File: src/rtl/core_sequencer_if.sv
// Instruction/data memory handshake bundle between the sequencer (master) and
// the memory subsystem (slave).
interface core_sequencer_if;
  logic        imem_req_out;
  logic [31:0] imem_addr_out;
  logic        imem_ack_in;
  logic [31:0] imem_data_in;
  logic        dmem_req_out;
  logic        dmem_we_out;
  logic        dmem_ack_in;
  logic [31:0] dmem_rd_data_in;

  modport master (
    output imem_req_out, imem_addr_out, dmem_req_out, dmem_we_out,
    input  imem_ack_in, imem_data_in, dmem_ack_in, dmem_rd_data_in
  );

  modport slave (
    input  imem_req_out, imem_addr_out, dmem_req_out, dmem_we_out,
    output imem_ack_in, imem_data_in, dmem_ack_in, dmem_rd_data_in
  );
endinterface

File: src/rtl/core_sequencer.sv
// Multi-cycle instruction sequencer: fetch, execute, optional memory access and
// writeback, with halt at instruction boundaries and a sticky trap state.
//
// state | meaning
// FETCH | request instruction at pc, wait for imem ack
// EXEC  | one-cycle opcode classification
// MEM   | load/store access, wait for dmem ack
// WB    | commit pc and instret, pulse register write
// HALT  | paused at instruction boundary until halt_in drops
// TRAP  | fault; outputs quiet until reset
module core_sequencer #(
  parameter logic [31:0] RESET_PC = 32'h0000_0000
) (
  input  logic                    clk,
  input  logic                    rst,
  core_sequencer_if.master        mem,
  output logic [31:0]             instr_out,
  output logic [31:0]             pc_out,
  input  logic [31:0]             pc_next_in,
  input  logic                    ctrl_reg_wr_en_in,
  output logic                    reg_wr_en_out,
  output logic [31:0]             load_data_out,
  input  logic                    halt_in,
  output logic                    trap_out,
  output logic [2:0]              state_out,
  output logic [31:0]             instret_out
);

  typedef enum logic [2:0] {
    ST_FETCH = 3'd0,
    ST_EXEC  = 3'd1,
    ST_MEM   = 3'd2,
    ST_WB    = 3'd3,
    ST_HALT  = 3'd4,
    ST_TRAP  = 3'd5
  } state_e;

  localparam logic [6:0] OP_LOAD  = 7'b0000011;
  localparam logic [6:0] OP_STORE = 7'b0100011;

  state_e      state_q;
  logic [31:0] pc_q;
  logic [31:0] instr_q;
  logic [31:0] load_q;
  logic [31:0] instret_q;
  logic        trap_q;

  logic [6:0]  opcode;
  logic        op_valid;
  logic        op_mem;
  logic        op_store;
  logic        pc_misaligned;

  assign opcode        = instr_q[6:0];
  assign op_store      = (opcode == OP_STORE);
  assign op_mem        = (opcode == OP_LOAD) || op_store;
  assign pc_misaligned = (pc_next_in[1:0] != 2'b00);

  always_comb begin
    op_valid = 1'b0;
    case (opcode)
      7'b0110011, 7'b0010011, 7'b0000011, 7'b0100011, 7'b1100011,
      7'b1101111, 7'b1100111, 7'b0110111, 7'b0010111: op_valid = 1'b1;
      default:                                        op_valid = 1'b0;
    endcase
  end

  // Strobes decode the registered state and are held low throughout reset.
  assign mem.imem_req_out  = !rst && (state_q == ST_FETCH);
  assign mem.imem_addr_out = pc_q;
  assign mem.dmem_req_out  = !rst && (state_q == ST_MEM);
  assign mem.dmem_we_out   = !rst && (state_q == ST_MEM) && op_store;
  assign reg_wr_en_out     = !rst && (state_q == ST_WB) && !pc_misaligned && ctrl_reg_wr_en_in;

  assign instr_out     = instr_q;
  assign pc_out        = pc_q;
  assign load_data_out = load_q;
  assign instret_out   = instret_q;
  assign trap_out      = trap_q;
  assign state_out     = state_q;

  always_ff @(posedge clk) begin
    if (rst) begin
      state_q   <= ST_FETCH;
      pc_q      <= RESET_PC;
      instr_q   <= 32'h0000_0013;
      load_q    <= 32'h0000_0000;
      instret_q <= 32'h0000_0000;
      trap_q    <= 1'b0;
    end else begin
      case (state_q)
        ST_FETCH: begin
          if (mem.imem_ack_in) begin
            instr_q <= mem.imem_data_in;
            state_q <= ST_EXEC;
          end
        end
        ST_EXEC: begin
          if (!op_valid) begin
            state_q <= ST_TRAP;
            trap_q  <= 1'b1;
          end else if (op_mem) begin
            state_q <= ST_MEM;
          end else begin
            state_q <= ST_WB;
          end
        end
        ST_MEM: begin
          if (mem.dmem_ack_in) begin
            if (!op_store) load_q <= mem.dmem_rd_data_in;
            state_q <= ST_WB;
          end
        end
        ST_WB: begin
          if (pc_misaligned) begin
            state_q <= ST_TRAP;
            trap_q  <= 1'b1;
          end else begin
            pc_q      <= pc_next_in;
            instret_q <= instret_q + 32'd1;
            state_q   <= halt_in ? ST_HALT : ST_FETCH;
          end
        end
        ST_HALT: begin
          if (!halt_in) state_q <= ST_FETCH;
        end
        ST_TRAP: begin
          trap_q <= 1'b1;
        end
        default: begin
          state_q <= ST_TRAP;
          trap_q  <= 1'b1;
        end
      endcase
    end
  end

endmodule

File: src/flat_wrapper.sv
// flat-port wrapper written by rule: the top's interface ports become plain ports
module core_sequencer_flat 
#(
  parameter logic [31:0] RESET_PC = 32'h0000_0000
)
  (clk, rst, instr_out, pc_out, pc_next_in, ctrl_reg_wr_en_in, reg_wr_en_out, load_data_out, halt_in, trap_out, state_out, instret_out, mem_imem_req_out, mem_imem_addr_out, mem_dmem_req_out, mem_dmem_we_out, mem_imem_ack_in, mem_imem_data_in, mem_dmem_ack_in, mem_dmem_rd_data_in);
  core_sequencer_if mem_i ();
  input  logic clk;
  input  logic rst;
  output logic [31:0] instr_out;
  output logic [31:0] pc_out;
  input  logic [31:0] pc_next_in;
  input  logic ctrl_reg_wr_en_in;
  output logic reg_wr_en_out;
  output logic [31:0] load_data_out;
  input  logic halt_in;
  output logic trap_out;
  output logic [2:0] state_out;
  output logic [31:0] instret_out;
  output wire logic [$bits(mem_i.imem_req_out)-1:0] mem_imem_req_out;
  output wire logic [$bits(mem_i.imem_addr_out)-1:0] mem_imem_addr_out;
  output wire logic [$bits(mem_i.dmem_req_out)-1:0] mem_dmem_req_out;
  output wire logic [$bits(mem_i.dmem_we_out)-1:0] mem_dmem_we_out;
  input wire logic [$bits(mem_i.imem_ack_in)-1:0] mem_imem_ack_in;
  input wire logic [$bits(mem_i.imem_data_in)-1:0] mem_imem_data_in;
  input wire logic [$bits(mem_i.dmem_ack_in)-1:0] mem_dmem_ack_in;
  input wire logic [$bits(mem_i.dmem_rd_data_in)-1:0] mem_dmem_rd_data_in;
  assign mem_imem_req_out = mem_i.imem_req_out;
  assign mem_imem_addr_out = mem_i.imem_addr_out;
  assign mem_dmem_req_out = mem_i.dmem_req_out;
  assign mem_dmem_we_out = mem_i.dmem_we_out;
  assign mem_i.imem_ack_in = mem_imem_ack_in;
  assign mem_i.imem_data_in = mem_imem_data_in;
  assign mem_i.dmem_ack_in = mem_dmem_ack_in;
  assign mem_i.dmem_rd_data_in = mem_dmem_rd_data_in;
  core_sequencer #(.RESET_PC(RESET_PC)) u_core (.clk(clk), .rst(rst), .mem(mem_i), .instr_out(instr_out), .pc_out(pc_out), .pc_next_in(pc_next_in), .ctrl_reg_wr_en_in(ctrl_reg_wr_en_in), .reg_wr_en_out(reg_wr_en_out), .load_data_out(load_data_out), .halt_in(halt_in), .trap_out(trap_out), .state_out(state_out), .instret_out(instret_out));
endmodule
File: config.mk
export PLATFORM = sky130hd
export DESIGN_NAME = core_sequencer_flat
export DESIGN_NICKNAME = d
export VERILOG_FILES = /design/src/rtl/core_sequencer_if.sv /design/src/rtl/core_sequencer.sv /design/src/flat_wrapper.sv
export SDC_FILE = /design/constraint.sdc
export NUM_CORES = 1
export LEC_CHECK = 0
export BUFFER_PORTS_ARGS = -buffer_cell sky130_fd_sc_hd__buf_4
export CAP_MARGIN = 20
export CORE_MARGIN = 4
export CORE_UTILIZATION = 45
export CTS_CLUSTER_DIAMETER = 60
export DETAILED_ROUTE_END_ITERATION = 8
export PLACE_DENSITY = 0.8
export SYNTH_ARGS = -nofsm -noshare
export SYNTH_HDL_FRONTEND = slang
export SYNTH_SLANG_ARGS = --single-unit
File: constraint.sdc
create_clock -name clk -period 2.8 [get_ports clk]
set_input_delay 0.28 -clock clk [delete_from_list [all_inputs] [get_ports clk]]
set_output_delay 0.28 -clock clk [all_outputs]
set_load 0.01 [all_outputs]
; ---- After elaboration in Yosys (flattened, before gate mapping)
; Cells that the tools add are included.
[op_classes]
addsub = 1
multipliers = 0
div = 0
order_cmp = 0
eq_ne = 19
shifts = 0
muxes = 12
bitwise_logic = 4
reduce_logical = 18
[op_table]
columns = cell, count
row1 = $add 32x1->32 const B, 1
row2 = $eq 7x6->1 const B, 3
row3 = $eq 7x7->1 const B, 3
row4 = $mux 3, 6
row5 = $pmux 3 s6, 1
row6 = $eq 7x5->1 const B, 2
row7 = $reduce_or 9->1, 1
row8 = $ne 2x2->1 const B, 4
row9 = $eq 7x2->1 const B, 1
row10 = $eq 3x2->1 const B, 2
row11 = $eq 3x3->1 const B, 2
row12 = $logic_and 1x1->1, 6
row13 = $reduce_and 3->1, 2
row14 = $mux 1, 4
row15 = $not 1->1, 4
row16 = $reduce_and 2->1, 2
row17 = $reduce_and 4->1, 1
row18 = $eq 3x1->1 const B, 1
row19 = $logic_not 3->1, 1
row20 = $pmux 1 s3, 1
row21 = $reduce_or 3->1, 1
row22 = $logic_not 1->1, 2
row23 = $ne 2x1->1 const B, 1
row24 = $reduce_bool 2->1, 1
row25 = $logic_or 1x1->1, 1
[word_totals]
register_bits = 132
latch_bits = 0
ramBits = 0
rom_bits = 0
in_bits = 102
out_inout_bits = 168
word_cells = 60
n_memories = 0

; ---- Longest topological paths before layout
; Gate-level depths: netlist of run 1.
[logic_depth]
depth_word = 5
ltp_mapped = 7

; ---- Worst setup path before layout of run 1
; No wires, ideal clock.
[synth_path]
kind = register -> register
startpoint = register u_core.instret_q[0] (netlist: u_core.instret_out[0])
endpoint = register u_core.instret_q[30] (netlist: u_core.instret_out[30])
t_arrival_ns = 2.207
required_ns = 2.679
setup_slack_ns = 0.472
path_stages_with_launch = 6
period_less_slack_ns = 2.328
cell_sequence = dfxtp_1 ha_1 or4b_2 or2_2 nor4_1 mux2_2
[synth_via]
elab_chain_len = 1
[synth_lines]
columns = item, line_no
row1 = "start, declared", core_sequencer.sv:45  ; logic [31:0] instret_q;
row2 = "start signal, assigned", core_sequencer.sv:120  ; instret_q <= instret_q + 32'd1;
row3 = $add 32x1->32, core_sequencer.sv:120
; Every way passes these cells.
; A chain may end at the register's enable or synchronous reset.

; ---- Final worst setup path of run 1
; Same ends and word-level chain as after synthesis.

==> flow_metrics.tcl, run 1 <==
set metrics [dict create \
    outcome "finished clean" \
    htree_levels 4 \
    die_w_um 119 \
    synth.top_cell.area_share_pct 47.7 \
    gp_congestion 0.807 \
    port-buffer-count 269 \
    yosysWarnings 0 \
    worstReg2RegEnd "u_core.instret_out[30]" \
    fin_crit_sh_pct 86.2 \
    cts_made_buffers 17 \
    wl_per_cell_um 15.8 \
    critPathLaunchType "register" \
    num_antenna_cells 0 \
    p_leak_nw 3.39 \
    clock-sinks 132 \
    cts_setup_buffers 0 \
    synthMostInstantiatedCell "nand2_1" \
    cts_root_buffer "clkbuf_16" \
    num_vias 5470 \
    synth_commonest_cells "nand2_1, dfxtp_1, a21oi_1" \
    synth_top_area_cell "dfxtp_1" \
    clkSlewWorstSetupHoldPaths_ns 0.06 \
    grt_pass1_wl_um 26300 \
    drcViolationCount 0 \
    ys_seq_elements 132 \
    reg2reg_depth 5 \
    hold_violations 0 \
    core-area_um2 12000 \
    synth_area_um2 5540 \
    layout_setup_ws_ns 0.387 \
    track_usage_pct 22.8 \
    critPathLaunch "u_core.instret_out[0]" \
    fmax_ghz 0.414 \
    hold_class "in2reg" \
    tightest_slew_ns 0.723 \
    fillers 1036 \
    viasPerCell 5.25 \
    worstSkewPairLatency_ns 0.42 \
    cts_tree "done" \
    cp.required_ns 3.10 \
    critPathMaxFanout 6 \
    cp.arrival_ns 2.72 \
    antenna_found_initial 0 \
    dr.pass1.iters 8 \
    worstSetupPathType "reg2reg" \
    min_path_cells 3 \
    ant_nets 0 \
    postSynthCellCount 657 \
    rsz0062_at_grt "no" \
    layout-drive-gt1-share_pct 35.8 \
    start_util_pct 46.1 \
    cap_violations 0 \
    synthesis.nets 760 \
    yosys-top-cells-area "dfxtp_1, nand2_1, a21oi_1" \
    drt-total-wl_um 16500 \
    final.setup.tns_ns 0 \
    synth_edf_count 0 \
    pre_cts_ws_ns 0.405 \
    endpoint "u_core.instret_out[30]" \
    ioPinCount 270 \
    synth-async-reset-ratio_pct 0 \
    ys.flop_type "dfxtp_1" \
    vdd_ir_drop_max_mv 0.501 \
    drt_iter0_drc 359 \
    grt_pass1_vias 5312 \
    fin_nets 985 \
    dp.final_hpwl_um 11700 \
    power_density_nw_per_um2 712 \
    timing.slew.headroom_pct 51.3 \
    cts.repair.resized 0 \
    rrSetupSlack_ns 0.39 \
    finalSetupViolCount 0 \
    slew_violations 0 \
    die_area_um2 14200 \
    finClkSkew_ns 0.00592 \
    timing.rr.start "u_core.instret_out[0]" \
    cts_hold_buf 0 \
    grt_max_degree 58 \
    yosysUniqueCellTypes 46 \
    min_from "mem_imem_data_in[1]" \
    rows 40 \
    ys_seq_area_share_pct 47.7 \
    fp.dieH_um 119 \
    area_delta_synth_final_pct 46.0 \
    grt_overflow 0 \
    fin_crit_ns 2.41 \
    crit_path_end_kind "register" \
    avgSynthCellArea_um2 8.44 \
    cts_buffer_depth 2 \
]
cells in the final DEF (no fill, tap or decap), drive strengths merged, types with 2 or more instances in the layout:
cell      count
a21oi        80
nor3          4
and3          5
or3           3
inv           6
nor2b         3
dfxtp       132
o21ba         2
nor3b         7
mux2i        33
mux2          2
and4          5
xnor2         8
nand4        11
bufinv        4
clkbuf       24
o31ai        17
nand2b        3
or4          19
buf         281
nor2         49
nor4         10
nand2       142
nand3        13
clkinv        2
or3b          2
nand3b        3
clkinvlp      2
a221oi        2
and2          4
o21ai         3
metal layers:
layer | GRT usage [%] | part of all wire [%] | up-vias
li1 | - | - | 2688
met1 | 26.3 | 39 | 2525
met2 | 37.3 | 48 | 226
met3 | 8.93 | 9.7 | 31
met4 | 10.4 | 2.8 | 0
met5 | 0 | 0 | -
sequential cells by signal (all words and copies together) (netlist names):
register                  cells
u_core.state_out              3
u_core.mem.imem_addr_out     32
u_core.load_data_out         32
u_core.trap_out               1
u_core.instret_out           32
u_core.instr_out             32
worst max-delay path, cell delays in order, from the launching register on:
cell and delay [ns]:
dfxtp_1 0.44, ha_1 0.22, or4b_2 0.67, or2_2 0.33, nor4_1 0.29, mux2_2 0.36
area by class of cell:
class / instances / area [um^2] / share of cell area (%)
Clock buffer: 24 / 502 / 6.20
Clock inverter: 8 / 145 / 1.79
Inverter: 6 / 22.5 / 0.278
Multi-Input combinational cell: 444 / 2480 / 30.6
Timing Repair Buffer: 281 / 2120 / 26.2
Sequential cell: 132 / 2640 / 32.6
Tap cell: 147 / 184 / 2.27
worst min path at each step:
stage | endpoint | slack, ns
final | u_core.instr_out[1] | 0.07
after global routing | u_core.instr_out[1] | 0.08
after CTS | u_core.instr_out[0] | 0.05
after detailed placement | u_core.instr_out[16] | 0.45
after global placement | u_core.instr_out[19] | 0.44
after floorplan | u_core.instr_out[0] | 0.40
cell families (layout without fill, tap and decap cells):
group,count (synthesis),count (layout),share of synthesized area [%]
AO/OA/AOI/OAI,114,114,12.1
XOR/XNOR,9,9,1.42
adder cells (fa/ha/maj),1,1,0.226
buffers and inverters,81,319,7.90
flip-flops,132,132,47.7
multiplexers,35,35,6.37
AND/OR/NAND/NOR,285,285,24.3
where the power goes:
part	internal (W)	total (W)	switching, W
logic	0.000556	0.00119	0.000630
clock network	0.00161	0.00241	0.000802
registers	0.00205	0.00217	0.000125
total	0.00421	0.00576	0.00156
stage by stage:
| step | power (W) | instance area [um^2] | hold slack (ns) | utilization (%) | instances |
|---|---|---|---|---|---|
| final | 0.00576 | 8090 | 0.0734 | 67.4 | 1042 |
| after global routing | 0.00602 | 8090 | 0.0806 | 67.4 | 1042 |
| after CTS | 0.00581 | 8090 | 0.0542 | 67.4 | 1042 |
| after detailed placement | 0.00340 | 7450 | 0.447 | 62.0 | 1010 |
| after global placement | 0.00337 | 7450 | 0.443 | 62.0 | 1010 |
| after floorplan | 0.00283 | 5540 | 0.404 | - | 657 |
(Power assumes the default switching activity.)
==> run 2: changes to the inputs <==
CORE_ASPECT_RATIO = 0.9   (was unset)
==> run 2 against run 1 <==
Compared with the run above: utilization decreased by 0.64 points; combinational power about the same; total power decreased by 2.9%; die area about the same; worst hold slack improved by 0.020 ns; highest routed layer unchanged.
==> flow_metrics.tcl, run 2 (same netlist as run 1, synthesis figures left out) <==
set metrics [dict create \
    outcome "finished clean" \
    worstSkewPairLatency_ns 0.40 \
    crit_path_end_kind "register" \
    gp_congestion 0.812 \
    fin_crit_sh_pct 87.1 \
    port-buffer-count 269 \
    fin_crit_ns 2.44 \
    viasPerCell 5.13 \
    antenna_found_initial 0 \
    fp.dieH_um 113 \
    cts_made_buffers 17 \
    cp.arrival_ns 2.72 \
    p_leak_nw 3.36 \
    ioPinCount 270 \
    core-area_um2 12100 \
    cts_root_buffer "clkbuf_16" \
    cts_tree "done" \
    htree_levels 4 \
    cts_hold_buf 0 \
    layout-drive-gt1-share_pct 35.8 \
    grt_pass1_wl_um 25300 \
    multi_input_area_um2 2480 \
    wl_per_cell_um 15.4 \
    final_cell_mix "buf_4, nand2_1, dfxtp_1" \
    area_delta_synth_final_pct 45.4 \
    tightest_slew_ns 0.673 \
    hold_class "in2reg" \
    drt-total-wl_um 16200 \
    fin_nets 985 \
    rsz0062_at_grt "no" \
    finalSetupViolCount 0 \
    fmax_ghz 0.410 \
    cts_buffer_depth 2 \
    track_usage_pct 21.9 \
    hold_ws_ns 0.0937 \
    dr.pass1.iters 4 \
    drcViolationCount 0 \
    grt_overflow 0 \
    num_antenna_cells 0 \
    cts_setup_buffers 0 \
    num_vias 5402 \
    cap_violations 0 \
    slew_violations 0 \
    finClkSkew_ns 0.00892 \
    final.setup.tns_ns 0 \
    grt_pass1_vias 5025 \
    timing.slew.headroom_pct 54.7 \
    cp.required_ns 3.09 \
    dp.final_hpwl_um 11800 \
    rows 38 \
    worstSetupPathType "reg2reg" \
    drt_iter0_drc 333 \
    fillers 1024 \
    clkSlewWorstSetupHoldPaths_ns 0.05 \
    grt_max_degree 56 \
    hold_violations 0 \
    vdd_ir_drop_max_mv 0.583 \
    power_density_nw_per_um2 695 \
    cts.repair.resized 0 \
    critPathMaxFanout 6 \
    ant_nets 0 \
    clock-sinks 132 \
    seq_area_um2 2640 \
    start_util_pct 45.9 \
    die_area_um2 14200 \
    critPathLaunchType "register" \
    final_common_cell "buf_4" \
    die_w_um 125 \
]
## run 2: cell count changes in the layout (fill, tap and decap cells not counted), sizes merged
cell,before,now
bufinv,4,3
clkbuf,24,20
clkinv,2,4
clkinvlp,2,3
inv,6,7
## run 2: per-stage QoR
step	cells	setup WS, ns	area [um^2]	util, %	power, W
3_3_place_gp	1023	0.456	7450	61.7	0.00337
3_5_place_dp	1023	0.403	7450	61.7	0.00338
5_1_grt	1054	0.251	8060	66.7	0.00587
6_report	1054	0.361	8060	66.7	0.00560
4_1_cts	1054	0.351	8060	66.7	0.00566
2_1_floorplan	657	0.472	5540	-	0.00283
## run 2: worst max-delay path, cell delays in order (launching register included)
cell and delay, ns:
dfxtp_1 0.42, ha_1 0.22, or4b_2 0.67, or2_2 0.33, nor4_1 0.31, mux2_2 0.37
## run 2: final timing paths
kind,from,to,slack (ns),depth (start not counted)
max,u_core.instret_out[0],u_core.instret_out[30],0.36,5
min,mem_imem_data_in[4],u_core.instr_out[4],0.09,3
max reg2reg,u_core.instret_out[0],u_core.instret_out[30],0.36,5
min reg2reg,u_core.instr_out[26],u_core.instr_out[26],0.45,2
## run 2: cell type report
class / instances / area share, %
Timing Repair Buffer: 281 / 26.2
Multi-Input combinational cell: 444 / 30.7
Clock inverter: 11 / 1.89
Inverter: 6 / 0.279
Sequential cell: 132 / 32.8
Clock buffer: 20 / 5.67
Tap cell: 160 / 2.48
## run 2: power by group
part           total (W)  switching (W)  internal, W
Combinational    0.00117       0.000619     0.000554
Clock            0.00226       0.000815      0.00145
Sequential       0.00216       0.000118      0.00205
Total            0.00560        0.00155      0.00405
## run 2: layer usage
metal	track usage, %	vias to the layer above	part of all wire, %
met5	0	-	0
met4	5.49	0	0.87
met3	9.53	13	9.7
met2	38.1	210	49
met1	24.8	2482	40
li1	-	2697	-
